`config.mk`:
```
export PLATFORM = sky130hd
export DESIGN_NAME = tx_traffic_classifier
export DESIGN_NICKNAME = d
export VERILOG_FILES = /design/src/rtl/tx_traffic_classifier.sv
export SDC_FILE = /design/constraint.sdc
export NUM_CORES = 1
export LEC_CHECK = 0
export ABC_AREA = 0
export ABC_CLOCK_PERIOD_IN_PS = 5900
export CAP_MARGIN = 20
export CELL_PAD_IN_SITES_DETAIL_PLACEMENT = 1
export CELL_PAD_IN_SITES_GLOBAL_PLACEMENT = 1
export CORE_UTILIZATION = 52
export CTS_CLUSTER_SIZE = 12
export DETAILED_ROUTE_END_ITERATION = 7
export DONT_BUFFER_PORTS = 1
export GPL_TIMING_DRIVEN = 0
export HOLD_SLACK_MARGIN = 0.08
export PLACE_DENSITY_LB_ADDON = 0.1
export REMOVE_ABC_BUFFERS = 1
export SYNTH_ARGS = -nofsm -noshare
export SYNTH_HDL_FRONTEND = slang
export SYNTH_SLANG_ARGS = --single-unit
```
`constraint.sdc`:
```
create_clock -name tx_mac_aclk -period 5.9 [get_ports tx_mac_aclk]
set_input_delay 1.77 -clock tx_mac_aclk [delete_from_list [all_inputs] [get_ports tx_mac_aclk]]
set_output_delay 1.77 -clock tx_mac_aclk [all_outputs]
set_load 0.01 [all_outputs]
```
`src/rtl/tx_traffic_classifier.sv`:
```
// rtl/tx_traffic_classifier.sv - per-frame 802.1Q PCP steering of one AXI-S flow to AV or legacy MAC FIFO.
// Optional frame counters: define TX_CLASSIFIER_STATS_EN.
module tx_traffic_classifier #(
  parameter int          HDR_LEN     = 16,
  parameter logic [15:0] VLAN_TPID   = 16'h8100,
  parameter logic [7:0]  AV_PCP_MASK = 8'b0000_1100
) (
  input  logic        tx_mac_aclk,
  input  logic        tx_reset,
  input  logic [7:0]  tx_axis_in_tdata,
  input  logic        tx_axis_in_tvalid,
  output logic        tx_axis_in_tready,
  input  logic        tx_axis_in_tlast,
  output logic [7:0]  tx_axis_legacy_tdata,
  output logic        tx_axis_legacy_tvalid,
  input  logic        tx_axis_legacy_tready,
  output logic        tx_axis_legacy_tlast,
  output logic [7:0]  tx_axis_av_tdata,
  output logic        tx_axis_av_tvalid,
  input  logic        tx_axis_av_tready,
  output logic        tx_axis_av_tlast,
`ifdef TX_CLASSIFIER_STATS_EN
  output logic [31:0] av_frame_count,
  output logic [31:0] legacy_frame_count,
`endif
  output logic        frame_is_av,
  output logic        frame_class_valid
);

  localparam int CW = $clog2(HDR_LEN);
  localparam logic [CW-1:0] HDR_LAST = CW'(HDR_LEN - 1);

  typedef enum logic [1:0] {S_HDR, S_DECIDE, S_REPLAY, S_PASS} state_t;

  state_t          state_q, state_d;
  logic [CW-1:0]   cnt_q, cnt_d;
  logic [CW-1:0]   idx_q, idx_d;
  logic [CW-1:0]   last_idx_q, last_idx_d;
  logic [7:0]      hdr_buf_q [HDR_LEN];
  logic [7:0]      hdr_buf_d [HDR_LEN];
  logic            short_q, short_d;
  logic            sel_q, sel_d;
  logic [7:0]      out_tdata_q, out_tdata_d;
  logic            out_tlast_q, out_tlast_d;
  logic            out_tvalid_q, out_tvalid_d;
  logic            frame_is_av_q, frame_is_av_d;
  logic            class_valid_q, class_valid_d;
  logic            rdy_q, rdy_d;
  logic            sel_tready;
  logic            av_dec;
  logic [CW-1:0]   final_idx;
  logic [CW-1:0]   idx_nxt;
`ifdef TX_CLASSIFIER_STATS_EN
  logic [31:0]     av_cnt_q, av_cnt_d;
  logic [31:0]     leg_cnt_q, leg_cnt_d;
`endif

  assign frame_is_av       = frame_is_av_q;
  assign frame_class_valid = class_valid_q;
`ifdef TX_CLASSIFIER_STATS_EN
  assign av_frame_count     = av_cnt_q;
  assign legacy_frame_count = leg_cnt_q;
`endif

  always_comb begin
    state_d       = state_q;
    cnt_d         = cnt_q;
    idx_d         = idx_q;
    last_idx_d    = last_idx_q;
    hdr_buf_d     = hdr_buf_q;
    short_d       = short_q;
    sel_d         = sel_q;
    out_tdata_d   = out_tdata_q;
    out_tlast_d   = out_tlast_q;
    out_tvalid_d  = out_tvalid_q;
    frame_is_av_d = frame_is_av_q;
    class_valid_d = 1'b0;
    // Input ready stays low for the first cycle after reset releases.
    rdy_d         = 1'b1;
`ifdef TX_CLASSIFIER_STATS_EN
    av_cnt_d      = av_cnt_q;
    leg_cnt_d     = leg_cnt_q;
`endif

    tx_axis_in_tready     = 1'b0;
    tx_axis_legacy_tdata  = out_tdata_q;
    tx_axis_legacy_tlast  = out_tlast_q;
    tx_axis_legacy_tvalid = out_tvalid_q & ~sel_q;
    tx_axis_av_tdata      = out_tdata_q;
    tx_axis_av_tlast      = out_tlast_q;
    tx_axis_av_tvalid     = out_tvalid_q & sel_q;

    sel_tready = sel_q ? tx_axis_av_tready : tx_axis_legacy_tready;
    av_dec     = !short_q && ({hdr_buf_q[12], hdr_buf_q[13]} == VLAN_TPID)
                 && AV_PCP_MASK[hdr_buf_q[14][7:5]];
    final_idx  = short_q ? last_idx_q : HDR_LAST;
    idx_nxt    = idx_q + 1'b1;

    case (state_q)
      S_HDR: begin
        tx_axis_in_tready = rdy_q;
        if (tx_axis_in_tvalid && rdy_q) begin
          hdr_buf_d[cnt_q] = tx_axis_in_tdata;
          if (tx_axis_in_tlast || cnt_q == HDR_LAST) begin
            state_d    = S_DECIDE;
            short_d    = tx_axis_in_tlast;
            last_idx_d = cnt_q;
            cnt_d      = '0;
          end else begin
            cnt_d = cnt_q + 1'b1;
          end
        end
      end
      S_DECIDE: begin
        sel_d         = av_dec;
        frame_is_av_d = av_dec;
        class_valid_d = 1'b1;
        idx_d         = '0;
        out_tdata_d   = hdr_buf_q[0];
        out_tlast_d   = short_q && (last_idx_q == '0);
        out_tvalid_d  = 1'b1;
        state_d       = S_REPLAY;
`ifdef TX_CLASSIFIER_STATS_EN
        if (av_dec) av_cnt_d = av_cnt_q + 32'd1;
        else        leg_cnt_d = leg_cnt_q + 32'd1;
`endif
      end
      S_REPLAY: begin
        if (out_tvalid_q && sel_tready) begin
          if (idx_q == final_idx) begin
            out_tvalid_d = 1'b0;
            out_tlast_d  = 1'b0;
            state_d      = short_q ? S_HDR : S_PASS;
          end else begin
            idx_d       = idx_nxt;
            out_tdata_d = hdr_buf_q[idx_nxt];
            out_tlast_d = short_q && (idx_nxt == last_idx_q);
          end
        end
      end
      default: begin
        // Cut-through: the selected output is wired straight to the input.
        tx_axis_in_tready = sel_tready;
        if (sel_q) begin
          tx_axis_av_tdata  = tx_axis_in_tdata;
          tx_axis_av_tvalid = tx_axis_in_tvalid;
          tx_axis_av_tlast  = tx_axis_in_tlast;
        end else begin
          tx_axis_legacy_tdata  = tx_axis_in_tdata;
          tx_axis_legacy_tvalid = tx_axis_in_tvalid;
          tx_axis_legacy_tlast  = tx_axis_in_tlast;
        end
        if (tx_axis_in_tvalid && sel_tready && tx_axis_in_tlast) begin
          state_d = S_HDR;
          cnt_d   = '0;
        end
      end
    endcase
  end

  always_ff @(posedge tx_mac_aclk) begin
    if (tx_reset) begin
      state_q       <= S_HDR;
      cnt_q         <= '0;
      idx_q         <= '0;
      last_idx_q    <= '0;
      for (int i = 0; i < HDR_LEN; i++) hdr_buf_q[i] <= 8'h00;
      short_q       <= 1'b0;
      sel_q         <= 1'b0;
      out_tdata_q   <= 8'h00;
      out_tlast_q   <= 1'b0;
      out_tvalid_q  <= 1'b0;
      frame_is_av_q <= 1'b0;
      class_valid_q <= 1'b0;
      rdy_q         <= 1'b0;
`ifdef TX_CLASSIFIER_STATS_EN
      av_cnt_q      <= 32'd0;
      leg_cnt_q     <= 32'd0;
`endif
    end else begin
      state_q       <= state_d;
      cnt_q         <= cnt_d;
      idx_q         <= idx_d;
      last_idx_q    <= last_idx_d;
      hdr_buf_q     <= hdr_buf_d;
      short_q       <= short_d;
      sel_q         <= sel_d;
      out_tdata_q   <= out_tdata_d;
      out_tlast_q   <= out_tlast_d;
      out_tvalid_q  <= out_tvalid_d;
      frame_is_av_q <= frame_is_av_d;
      class_valid_q <= class_valid_d;
      rdy_q         <= rdy_d;
`ifdef TX_CLASSIFIER_STATS_EN
      av_cnt_q      <= av_cnt_d;
      leg_cnt_q     <= leg_cnt_d;
`endif
    end
  end

endmodule

```
* After elaboration in Yosys (flattened, before gate mapping)
Memories as Yosys holds them, arrays and structs flattened. A register that Yosys moved wholly into a read port is not among the register bits. Cells that the tools add are included.
Operators by class: $add $sub $neg 2, equal/unequal tests 11, magnitude comparators 4, reductions and logical operators 25, muxes and demuxes 49, bitwise logic cells 6
Operators by type and width (number):
- 128-bit bitwise mux | 1
- 8-bit 2-to-1 mux | 9
- 8-bit binary-select mux with 4-bit select | 1
- 8-bit demux with 4-bit select | 1
- 4-bit 2-to-1 mux | 6
- 16-bit == test (second input constant) | 1
- 1-bit 2-to-1 mux | 16
- 4-bit one-hot mux with 2 select lines | 2
- 8-bit one-hot mux with 2 select lines | 1
- 2-bit 2-to-1 mux | 6
- 3-bit AND reduction | 4
- 5-bit greater-or-equal comparator (second input constant) | 2
- 2-bit inequality test (second input constant) | 5
- 4-bit inverter with 5-bit output | 2
- 1-bit logical AND | 9
- 4-bit by 1-bit adder with 4-bit output (second input constant) | 2
- 4-bit == test | 2
- 3-bit 2-to-1 mux | 2
- 1-bit one-hot mux with 2 select lines | 3
- 2-bit one-hot mux with 3 select lines | 1
- 5-bit by 1-bit < comparator with 1-bit output (second input constant) | 1
- 5-bit AND reduction | 1
- 4-bit == test (second input constant) | 1
- 4-bit logical NOT | 1
- other kinds (13) | 17
Storage, ports and cells: memories kept 1, memory bits (read-only) 8, output and inout bits 23, bits of input ports 14, flip-flop bits (word level) 156, word-level logic and storage cells 125
Memories:
- (name not given) | words 8, width 1, rd ports 1, clocked after memory_dff 1, wr ports 0, RTL line 95 | && AV_PCP_MASK[hdr_buf_q[14][7:5]];

* Longest topological paths before layout
depth after elaboration 8, gate-level depth with buffers 8, gate-level depth less buffers 7

* Worst setup path before layout
No wires, ideal clock.
path type input -> output, from in tx_axis_in_tdata[6], to out tx_axis_av_tdata[6], arrival time 2234 ps, slack 1896 ps, buffers on the path 1, cell stages on the path 2, data required time 4130 ps, path through clkbuf_1 mux2_2
Between the ends: cells in the longest elaborated chain, start to end 2
RTL lines:
- from (decl) | RTL line 10 | input logic [7:0] tx_axis_in_tdata,
- 8-bit 2-to-1 mux | RTL line 144 | if (sel_q) begin
- 8-bit 2-to-1 mux | RTL line 99 | case (state_q)
- to (decl) | RTL line 18 | output logic [7:0] tx_axis_av_tdata,
No other way between the ends.

* Final worst setup path
from in tx_axis_legacy_tready, to out tx_axis_in_tready
Between the ends: cells in the longest elaborated chain, start to end 2
RTL lines:
- from (decl) | RTL line 16 | input logic tx_axis_legacy_tready,
- 1-bit 2-to-1 mux | RTL line 93 | sel_tready = sel_q ? tx_axis_av_tready : tx_axis_legacy_tready;
- 1-bit one-hot mux with 2 select lines | RTL line 99
- to (decl) | RTL line 12 | output logic tx_axis_in_tready,
No other way between the ends.

==> results.sh <==
export IMPL_rsz0062_at_grt="false"
export IMPL_first_pass_iters=5
export IMPL_instances_no_fill=1037
export IMPL_critical_path_buf_inv_count=0
export IMPL_die_h_um=123
export IMPL_synth_area_um2=7650
export IMPL_cp_start_kind="input port"
export IMPL_drv_slew=0
export IMPL_layout_nets=867
export IMPL_dpl_cell_count=1003
export IMPL_regToRegSetupSlack_ns=2.72
export IMPL_cts_setup_buffers=0
export IMPL_postSynth_asyncResetShare_pct=0
export IMPL_clk_latency_ns=0.44
export IMPL_ys_seq_elements=157
export IMPL_fin_crit_ns=4.03
export IMPL_drc=0
export IMPL_cts_tree="yes"
export IMPL_grt_use_total_pct=33.1
export IMPL_status="finished, final reports clean"
export IMPL_h_tree_depth=4
export IMPL_fin_ws_ns=1.87
export IMPL_yosys_warnings=0
export IMPL_worst_slew_pin_slew_ns=1.12
export IMPL_routedWlPerCell_um=23.4
export IMPL_cp_required_ns=4.13
export IMPL_die_width_um=123
export IMPL_arrival_ns=2.26
export IMPL_post_dp_hpwl_mm=15.0
export IMPL_area_growth_pct=7.98
export IMPL_dp_slack_ns=1.76
export IMPL_multi_input_area_um2=4140
export IMPL_relSlewSlack_pct=23.4
export IMPL_slowest_stage="mux2_4"
export IMPL_antenna_diode_count=0
export IMPL_ant_nets=0
export IMPL_cts_root_buf="clkbuf_16"
export IMPL_synthFlopType="dfxtp_1"
export IMPL_peakVddDrop_v=0.000277
export IMPL_rows=43
export IMPL_critPathTopFamily="multiplexers"
export IMPL_vias=6793
export IMPL_p_leak_nw=2.85
export IMPL_cts_sinks=157
export IMPL_grt_max_degree=159
export IMPL_fill_cells=1607
export IMPL_core_area_um2=14100
export IMPL_start_util_pct=54.3
export IMPL_synth_cells=900
export IMPL_cts_buffer_depth=2
export IMPL_drtIter0Drc=498
export IMPL_cts_buffers=17
export IMPL_power_density_nw_per_um2=291
export IMPL_slowest_delay_ns=0.28
export IMPL_dieArea_um2=15200
export IMPL_grt_pass1_vias=6828
export IMPL_wl_mm=24.2
export IMPL_viasPerCell=6.55
export IMPL_power_mw=2.41
export IMPL_antenna_found_initial=0
export IMPL_min_path_type="flop to flop"
export IMPL_critical_path_class="input port to primary output"
export IMPL_drive_gt1_share_pct=9.33
export IMPL_drv_cap=0
export IMPL_cts_clk_slew_worst_paths_ns=0.07
export IMPL_finalSetupViolCount=0
export IMPL_seq_area_frac_synth_pct=41.1
export IMPL_ff_latch_area_um2=3150
export IMPL_finalHoldViolCount=0
export IMPL_synth_cell_types=51
export IMPL_syn_area_per_cell_um2=8.50
export IMPL_crit_chain="mux2_4 > nand2_1 > o21ai_0"
export IMPL_overflow=0
export IMPL_cts_hold_buf=0
export IMPL_end_kind="primary output"
export IMPL_grt_pass1_wl_mm=37.5
export IMPL_min_period_over_period_pct=68.4
export IMPL_cts_resized=0
export IMPL_io_buffers=0
export IMPL_clock_fmax_ghz=0.248
export IMPL_pin_count=37
export IMPL_crit_fanout=4
export IMPL_place_gp_congestion=0.866
export IMPL_synth_edf_count=0
export IMPL_skew_ns=0.0131
-- cell usage after synthesis, drive strengths merged, types with 2 or more instances --
| cell | count | area, µm² |
|---|---|---|
| and3 | 3 | 18.8 |
| mux2 | 19 | 218 |
| a311oi | 2 | 17.5 |
| nand2b | 7 | 43.8 |
| inv | 17 | 63.8 |
| or2 | 2 | 12.5 |
| or3b | 2 | 17.5 |
| or3 | 2 | 12.5 |
| o211ai | 3 | 22.5 |
| nand3 | 11 | 55.1 |
| nand2 | 128 | 480 |
| mux2i | 64 | 641 |
| a221oi | 7 | 61.3 |
| a31oi | 12 | 75.1 |
| or4 | 5 | 37.5 |
| nor4b | 5 | 43.8 |
| mux4 | 18 | 405 |
| a2111oi | 7 | 61.3 |
| xor2 | 4 | 35.0 |
| o32ai | 7 | 61.3 |
| ha | 9 | 113 |
| xnor2 | 5 | 43.8 |
| nor3 | 2 | 10.0 |
| a21o | 2 | 15.0 |
| buf | 18 | 78.8 |
| nor4 | 2 | 12.5 |
| o21ai | 106 | 531 |
| nor2b | 10 | 62.6 |
| clkbuf | 61 | 229 |
| nor2 | 55 | 206 |
| dfxtp | 157 | 3140 |
| a21oi | 122 | 611 |
| nand4 | 4 | 25.0 |
| o2111ai | 8 | 70.1 |
-- logic make-up after synthesis --
logic type | count (synthesis) | synth area share [%]
buffers and inverters | 97 | 4.91
xor gates and xnor gates | 9 | 1.03
adders and majority gates | 9 | 1.47
and+or+nand+nor | 242 | 14.0
muxes | 101 | 16.5
DFF | 157 | 41.1
AOI/OAI and AO/OA | 285 | 21.0
-- final timing paths --
kind	cells past startpoint	start	to
setup / recovery	3	tx_axis_legacy_tready	tx_axis_in_tready
hold / removal	2	hdr_buf_q[3]	hdr_buf_q[3]
setup reg to reg	7	state_q[0]	flop
hold reg to reg	2	hdr_buf_q[3]	hdr_buf_q[3]
-- layout make-up --
| type | instances | area share (%) |
|---|---|---|
| clock buffers | 19 | 5.48 |
| clock inverters | 13 | 1.86 |
| multi-input cells | 646 | 50.1 |
| inverters | 18 | 0.818 |
| flip-flops and latches | 157 | 38.1 |
| well taps | 180 | 2.73 |
| repair buffers | 4 | 0.879 |
-- cells in the final DEF, fill, tap and decap left out, types with 3 or more instances in the layout --
master	n
nor4b_1	5
and3_1	3
nand2_1	128
mux2_2	18
a21oi_1	122
inv_1	17
or4_1	5
nand3_1	11
nor2_1	55
mux4_2	18
nand4_1	4
ha_1	8
clkbuf_16	17
dfxtp_1	156
nand2b_1	7
o2111ai_1	8
a2111oi_0	7
xor2_1	3
o21ai_0	106
a31oi_1	12
o211ai_1	3
o32ai_1	7
xnor2_1	5
buf_8	3
a221oi_1	7
mux2i_1	64
nor2b_1	10
inv_8	3
-- through the flow --
step                      hold WS [ns]  util, %  TNS (ns)  instance area (µm²)
after CTS                        0.454     58.4         0                 8230
after global placement           0.436     53.7     -1.79                 7570
after global routing             0.480     58.6         0                 8260
final                            0.456     58.6         0                 8260
after floorplan                  0.427        -         0                 7340
after detailed placement         0.445     54.1         0                 7620
-- per-layer routing --
metal / GRT usage (%) / vias to the layer above / part of all wire [%]
li1: - / 3101 / -
met3: 6.60 / 40 / 5.6
met1: 41.4 / 3425 / 43
met2: 56.5 / 227 / 49
met5: 0 / - / 0
met4: 11.5 / 0 / 2.1
-- worst min-delay path, stage by stage, from the launching register on --
cell and delay [ns]:
dfxtp_1 0.31, nand2_1 0.05, a21oi_1 0.05
-- power by group --
part	internal, mW	total, mW	switching (mW)
clock	0.656	1.14	0.486
combinational	0.0572	0.166	0.109
sequential	1.08	1.10	0.0199
-- registers in the layout (all words and copies together) (netlist names), 2 cells and up, named ones only --
register,count
hdr_buf_q,128
out_tdata_q,8
cnt_q,4
idx_q,4
last_idx_q,4
state_q,2
No activity file was read; power rests on OpenSTA's default activity.
